$ cat config.mk
export PLATFORM = sky130hd
export DESIGN_NAME = spi_peek_master
export DESIGN_NICKNAME = d
export VERILOG_FILES = /design/src/rtl/spi_peek_master_pkg.sv /design/src/rtl/spi_peek_master_sync2.sv /design/src/rtl/spi_peek_master.sv
export SDC_FILE = /design/constraint.sdc
export NUM_CORES = 1
export LEC_CHECK = 0
export BUFFER_PORTS_ARGS = -buffer_cell sky130_fd_sc_hd__buf_2
export CAP_MARGIN = 20
export CELL_PAD_IN_SITES_DETAIL_PLACEMENT = 0
export CELL_PAD_IN_SITES_GLOBAL_PLACEMENT = 1
export CORE_ASPECT_RATIO = 0.6
export CORE_MARGIN = 3
export CORE_UTILIZATION = 39
export DETAILED_ROUTE_END_ITERATION = 8
export GPL_TIMING_DRIVEN = 0
export PLACE_DENSITY = 0.85
export RECOVER_POWER = 50
export SLEW_MARGIN = 10
export SYNTH_ARGS = -nofsm -noshare
export SYNTH_HDL_FRONTEND = slang
export SYNTH_SLANG_ARGS = --single-unit
$ cat constraint.sdc
create_clock -name clk -period 2.4 [get_ports clk]
set_input_delay 0.72 -clock clk [delete_from_list [all_inputs] [get_ports clk]]
set_output_delay 0.72 -clock clk [all_outputs]
set_load 0.02 [all_outputs]
$ cat src/rtl/spi_peek_master_pkg.sv
// Shared definitions for the SPI peek master: FSM states, default geometry
// and the bit layout of the 64-bit request/response frames.
package spi_peek_master_pkg;

  localparam int unsigned DEF_FRAME_BITS = 64;
  localparam int unsigned DEF_CLK_DIV    = 4;

  typedef enum logic [2:0] {
    ST_IDLE,
    ST_SETUP,
    ST_LOW,
    ST_HIGH,
    ST_HOLD,
    ST_GAP
  } state_e;

  // Outbound request frame fields
  localparam int unsigned REQ_REQ_BIT   = 63;
  localparam int unsigned REQ_RH_WL_BIT = 62;
  localparam int unsigned REQ_LED_MSB   = 55;
  localparam int unsigned REQ_LED_LSB   = 48;
  localparam int unsigned REQ_ADDR_MSB  = 23;
  localparam int unsigned REQ_ADDR_LSB  = 0;

  // Inbound response frame fields
  localparam int unsigned RSP_ACK_BIT       = 63;
  localparam int unsigned RSP_DATA_R_EN_BIT = 62;
  localparam int unsigned RSP_DATA_MSB      = 47;
  localparam int unsigned RSP_DATA_LSB      = 32;

  typedef struct packed {
    logic        req;
    logic        rh_wl;
    logic [5:0]  rsvd_hi;
    logic [7:0]  led;
    logic [23:0] rsvd_lo;
    logic [23:0] addr;
  } req_frame_t;

  typedef struct packed {
    logic        ack;
    logic        data_r_en;
    logic [13:0] rsvd_hi;
    logic [15:0] data;
    logic [31:0] rsvd_lo;
  } rsp_frame_t;

endpackage

$ cat src/rtl/spi_peek_master_sync2.sv
// Two-flop synchroniser for the asynchronous MISO input, clears to 0 on reset.
module sync2 (
  input  logic clk,
  input  logic reset_l,
  input  logic d,
  output logic q
);

  logic meta;

  always_ff @(posedge clk) begin
    if (!reset_l) begin
      meta <= 1'b0;
      q    <= 1'b0;
    end else begin
      meta <= d;
      q    <= meta;
    end
  end

endmodule

$ cat src/rtl/spi_peek_master.sv
// SPI mode-0 master: shifts one FRAME_BITS-wide frame MSB-first per start,
// framed by spi_sel_n with setup, hold and inter-frame gap phases.
module spi_peek_master
  import spi_peek_master_pkg::*;
#(
  parameter int unsigned FRAME_BITS = DEF_FRAME_BITS,
  parameter int unsigned CLK_DIV    = DEF_CLK_DIV
) (
  input  logic                  clk,
  input  logic                  reset_l,
  input  logic                  start,
  input  logic [FRAME_BITS-1:0] tx_data,
  output logic                  busy,
  output logic                  done,
  output logic [FRAME_BITS-1:0] rx_data,
  output logic                  spi_sel_n,
  output logic                  spi_sclk,
  output logic                  spi_mosi,
  input  logic                  spi_miso
);

  localparam int unsigned HW = $clog2(CLK_DIV + 1);
  localparam int unsigned BW = $clog2(FRAME_BITS + 1);
  localparam logic [HW-1:0] HRELOAD = HW'(CLK_DIV - 1);

  state_e                state, state_nxt;
  logic [HW-1:0]         hcnt, hcnt_nxt;
  logic [BW-1:0]         bcnt, bcnt_nxt;
  logic [FRAME_BITS-1:0] shreg, shreg_nxt, rx_nxt;
  logic                  done_nxt, busy_nxt, sel_n_nxt, sclk_nxt, mosi_nxt;
  logic                  miso_s;
  logic                  phase_end;

  sync2 u_sync2 (
    .clk     (clk),
    .reset_l (reset_l),
    .d       (spi_miso),
    .q       (miso_s)
  );

  assign phase_end = (hcnt == '0);

  // Next-state, datapath and pin values; pins are registered from these
  always_comb begin
    state_nxt = state;
    hcnt_nxt  = hcnt;
    bcnt_nxt  = bcnt;
    shreg_nxt = shreg;
    rx_nxt    = rx_data;
    done_nxt  = 1'b0;

    if (!phase_end) hcnt_nxt = hcnt - HW'(1);

    unique case (state)
      ST_IDLE: begin
        if (start) begin
          state_nxt = ST_SETUP;
          hcnt_nxt  = HRELOAD;
          bcnt_nxt  = '0;
          shreg_nxt = tx_data;
        end
      end
      ST_SETUP: begin
        if (phase_end) begin
          state_nxt = ST_LOW;
          hcnt_nxt  = HRELOAD;
        end
      end
      ST_LOW: begin
        if (phase_end) begin
          state_nxt = ST_HIGH;
          hcnt_nxt  = HRELOAD;
        end
      end
      ST_HIGH: begin
        if (phase_end) begin
          shreg_nxt = {shreg[FRAME_BITS-2:0], miso_s};
          bcnt_nxt  = bcnt + BW'(1);
          hcnt_nxt  = HRELOAD;
          state_nxt = (32'(bcnt_nxt) < FRAME_BITS) ? ST_LOW : ST_HOLD;
        end
      end
      ST_HOLD: begin
        if (phase_end) begin
          state_nxt = ST_GAP;
          hcnt_nxt  = HRELOAD;
          rx_nxt    = shreg;
          done_nxt  = 1'b1;
        end
      end
      ST_GAP: begin
        if (phase_end) begin
          state_nxt = ST_IDLE;
          hcnt_nxt  = HRELOAD;
        end
      end
      default: state_nxt = ST_IDLE;
    endcase

    busy_nxt  = (state_nxt != ST_IDLE);
    sel_n_nxt = !(state_nxt inside {ST_SETUP, ST_LOW, ST_HIGH, ST_HOLD});
    sclk_nxt  = (state_nxt == ST_HIGH);
    // MOSI idles low outside the selected window
    mosi_nxt  = !sel_n_nxt && shreg_nxt[FRAME_BITS-1];
  end

  always_ff @(posedge clk) begin
    if (!reset_l) begin
      state     <= ST_IDLE;
      hcnt      <= '0;
      bcnt      <= '0;
      shreg     <= '0;
      rx_data   <= '0;
      done      <= 1'b0;
      busy      <= 1'b0;
      spi_sel_n <= 1'b1;
      spi_sclk  <= 1'b0;
      spi_mosi  <= 1'b0;
    end else begin
      state     <= state_nxt;
      hcnt      <= hcnt_nxt;
      bcnt      <= bcnt_nxt;
      shreg     <= shreg_nxt;
      rx_data   <= rx_nxt;
      done      <= done_nxt;
      busy      <= busy_nxt;
      spi_sel_n <= sel_n_nxt;
      spi_sclk  <= sclk_nxt;
      spi_mosi  <= mosi_nxt;
    end
  end

endmodule

==> reports/qor.yml <==
cts_root_buf: "clkbuf_16"
slew-limit-headroom_pct: 64.1
synth.cell_area_um2: 5660
hold_viol_final: 0
hold_start: "u_sync2.meta"
setup_tns_ns: 0
hp-class: "reg -> reg"
finClkSkew_ns: 0.00814
hpwl_um: 11500
synth_top_family_by_area: "compound AO/OA/AOI/OAI gates"
synthArstFlopShare_pct: 0
synthMuxAreaShare_pct: 0.177
flow.area_growth_from_synthesis_pct: 26.3
rsz0062_at_grt: "no"
antenna_found_initial: 0
synth-edff-count: 0
drv_cap: 0
fin_cells: 1031
cp-start-kind: "input port"
yosys.cell_types.count: 45
worst-endpoint-required_ns: 2.67
synth_adder_area_share_pct: 0.884
leakage_nw: 2.58
ir_drop_uv: 410
cts-resized-gates: 0
cellPowerDensity_nw_per_um2: 919
num-fill-cells: 1397
ios: 137
yosysSeqAreaShare_pct: 52.4
clkLatencyLatePin_ns: 0.41
synth-xor-area-share_pct: 0.619
htreeDepth: 4
clkSlewWorstSetupHoldPaths_ns: 0.06
maxSlewViolCount: 0
max_freq_mhz: 458
antenna_cells: 0
setup_viol: 0
start_util_pct: 40.7
die_width_um: 162
finalWeightedCongestion: 0.831
critPathArrivalTime_ns: 2.45
drtIter0Drc: 322
synth_nets: 743
outcome: "complete, no violations"
power_w: 0.00657
io_buffers: 136
synth_warnings: 0
numCtsBuffers: 17
placed_cells: 999
cts_tree: "yes"
clockBufferDepth: 2
synth_seq_cells: 148
nets: 898
hold_ws_ns: 0.450
grt_max_degree: 17
clkSinkCount: 148
cts-hold-fix-buffers: 0
wl_per_cell_um: 15.4
drc: 0
core-area_um2: 13900
num_rows: 33
drive_gt1_share_pct: 16.3
finalCritPeriodShare_pct: 91.0
cts_setup_buffers: 0
period_minus_slack_ns: 2.18
avgSynthCellArea_um2: 8.43
crit_fanout: 10
startpoint: "reset_l"
gr-total-overflow: 0
worstMarginPinSlew_ns: 0.537
grt_pass1_vias: 5087
vias: 5312
syn-instance-count: 671
r2r-start: "hcnt[0]"
drt-total-wl_um: 15900
grtUsageTotal_pct: 20.1
chipHeight_um: 99.3
dieArea_um2: 16000
critPathKind: "in -> reg"
synth_compound_area_share_pct: 22.7
via_per_inst: 5.15
ant_nets: 0
synth_ff_type: "dfxtp_1"
yosys.area_share.simple_pct: 18.3
grt_pass1_wl_um: 26100
dr.pass1.iters: 5
endpoint_kind: "flop"
## cell type report
cell class | count | area (um^2) | share of cell area, %
clock buffer | 20 | 447 | 6.25
inverter | 8 | 32.5 | 0.455
buffer | 52 | 240 | 3.36
clock inverter | 12 | 226 | 3.17
timing repair buffer | 136 | 593 | 8.30
tap | 192 | 240 | 3.36
sequential | 148 | 2960 | 41.4
multi-input combinational | 463 | 2410 | 33.7
## final timing paths
| path | to | slack [ns] | depth (start not counted) |
|---|---|---|---|
| worst max-delay path | rx_data[47] | 0.22 | 6 |
| worst min-delay path | u_sync2.q | 0.45 | 1 |
| worst max register to register | shreg[34] | 0.26 | 8 |
| worst min register to register | u_sync2.q | 0.45 | 1 |
## worst max-delay path: stages
cell and delay (ns):
clkbuf_1 0.10, clkbuf_1 0.24, inv_1 0.37, clkbuf_1 0.46, clkbuf_1 0.46, a21oi_1 0.09
## flip-flops by register name, summed over array words and instances, names as in the netlist
register,cells
hcnt,3
done,1
shreg,64
spi_sclk,1
u_sync2.meta,1
u_sync2.q,1
spi_mosi,1
busy,1
state,3
bcnt,7
rx_data,64
spi_sel_n,1
## layer usage
metal / wire length, um / track usage [%] / vias up / part of all wire [%]
met3: 937 / 4.66 / 10 / 5.9
met5: 0 / 0 / - / 0
met2: 6950 / 30.3 / 155 / 44
met4: 91 / 4.49 / 0 / 0.57
met1: 7940 / 29.4 / 2530 / 50
li1: - / - / 2617 / -
## through the flow
step / cell area (um^2) / utilization [%] / setup WS, ns
floorplan: 5660 / - / 0.596
detailed placement: 6580 / 47.3 / 0.0172
global route: 7150 / 51.4 / 0.00839
finish: 7150 / 51.4 / 0.215
global placement: 6580 / 47.3 / 0.0498
CTS: 7250 / 52.1 / 0.246
## cell usage in the layout (no fill, tap or decap), drive strengths merged, types with 2 or more instances in the layout
cell        n
and4        2
clkbuf    118
nand2     198
and2        5
clkinvlp    2
a221o       2
nor3        8
or3b        2
nor2       12
a21oi     137
xnor2       4
clkinv      3
ha          4
bufinv      6
buf        90
a22oi      63
o21ai       4
dfxtp     148
or3         2
inv         9
nor4        2
## cells in the mapped netlist, types with 2 or more instances
| master | instances | area [um^2] |
|---|---|---|
| a22oi_1 | 63 | 473 |
| a221o_1 | 2 | 20.0 |
| o21ai_0 | 2 | 10.0 |
| dfxtp_1 | 148 | 2960 |
| a21oi_1 | 136 | 681 |
| nor4_1 | 2 | 12.5 |
| ha_1 | 4 | 50.1 |
| xnor2_1 | 4 | 35.0 |
| buf_2 | 28 | 140 |
| inv_2 | 2 | 7.51 |
| buf_6 | 2 | 22.5 |
| inv_1 | 5 | 18.8 |
| and2_1 | 5 | 31.3 |
| nand2_1 | 198 | 743 |
| o21ai_1 | 2 | 10.0 |
| nor2_1 | 12 | 45.0 |
| nor3_1 | 7 | 35.0 |
| clkbuf_1 | 21 | 78.8 |
| or3_1 | 2 | 12.5 |
## logic make-up after synthesis
family,after synthesis
and+or+nand+nor,241
AOI/OAI and AO/OA,213
DFF,148
buffers and inverters,60
xor gates and xnor gates,4
adders and majority gates,4
muxes,1
## where the power goes
part / leakage (nW) / internal, W / switching, W
clock: 0.321 / 0.00198 / 0.00104
combinational: 1.06 / 0.000316 / 0.000503
sequential: 1.20 / 0.00261 / 0.000114
total: 2.58 / 0.00491 / 0.00165
No activity file was read; power rests on OpenSTA's default activity.
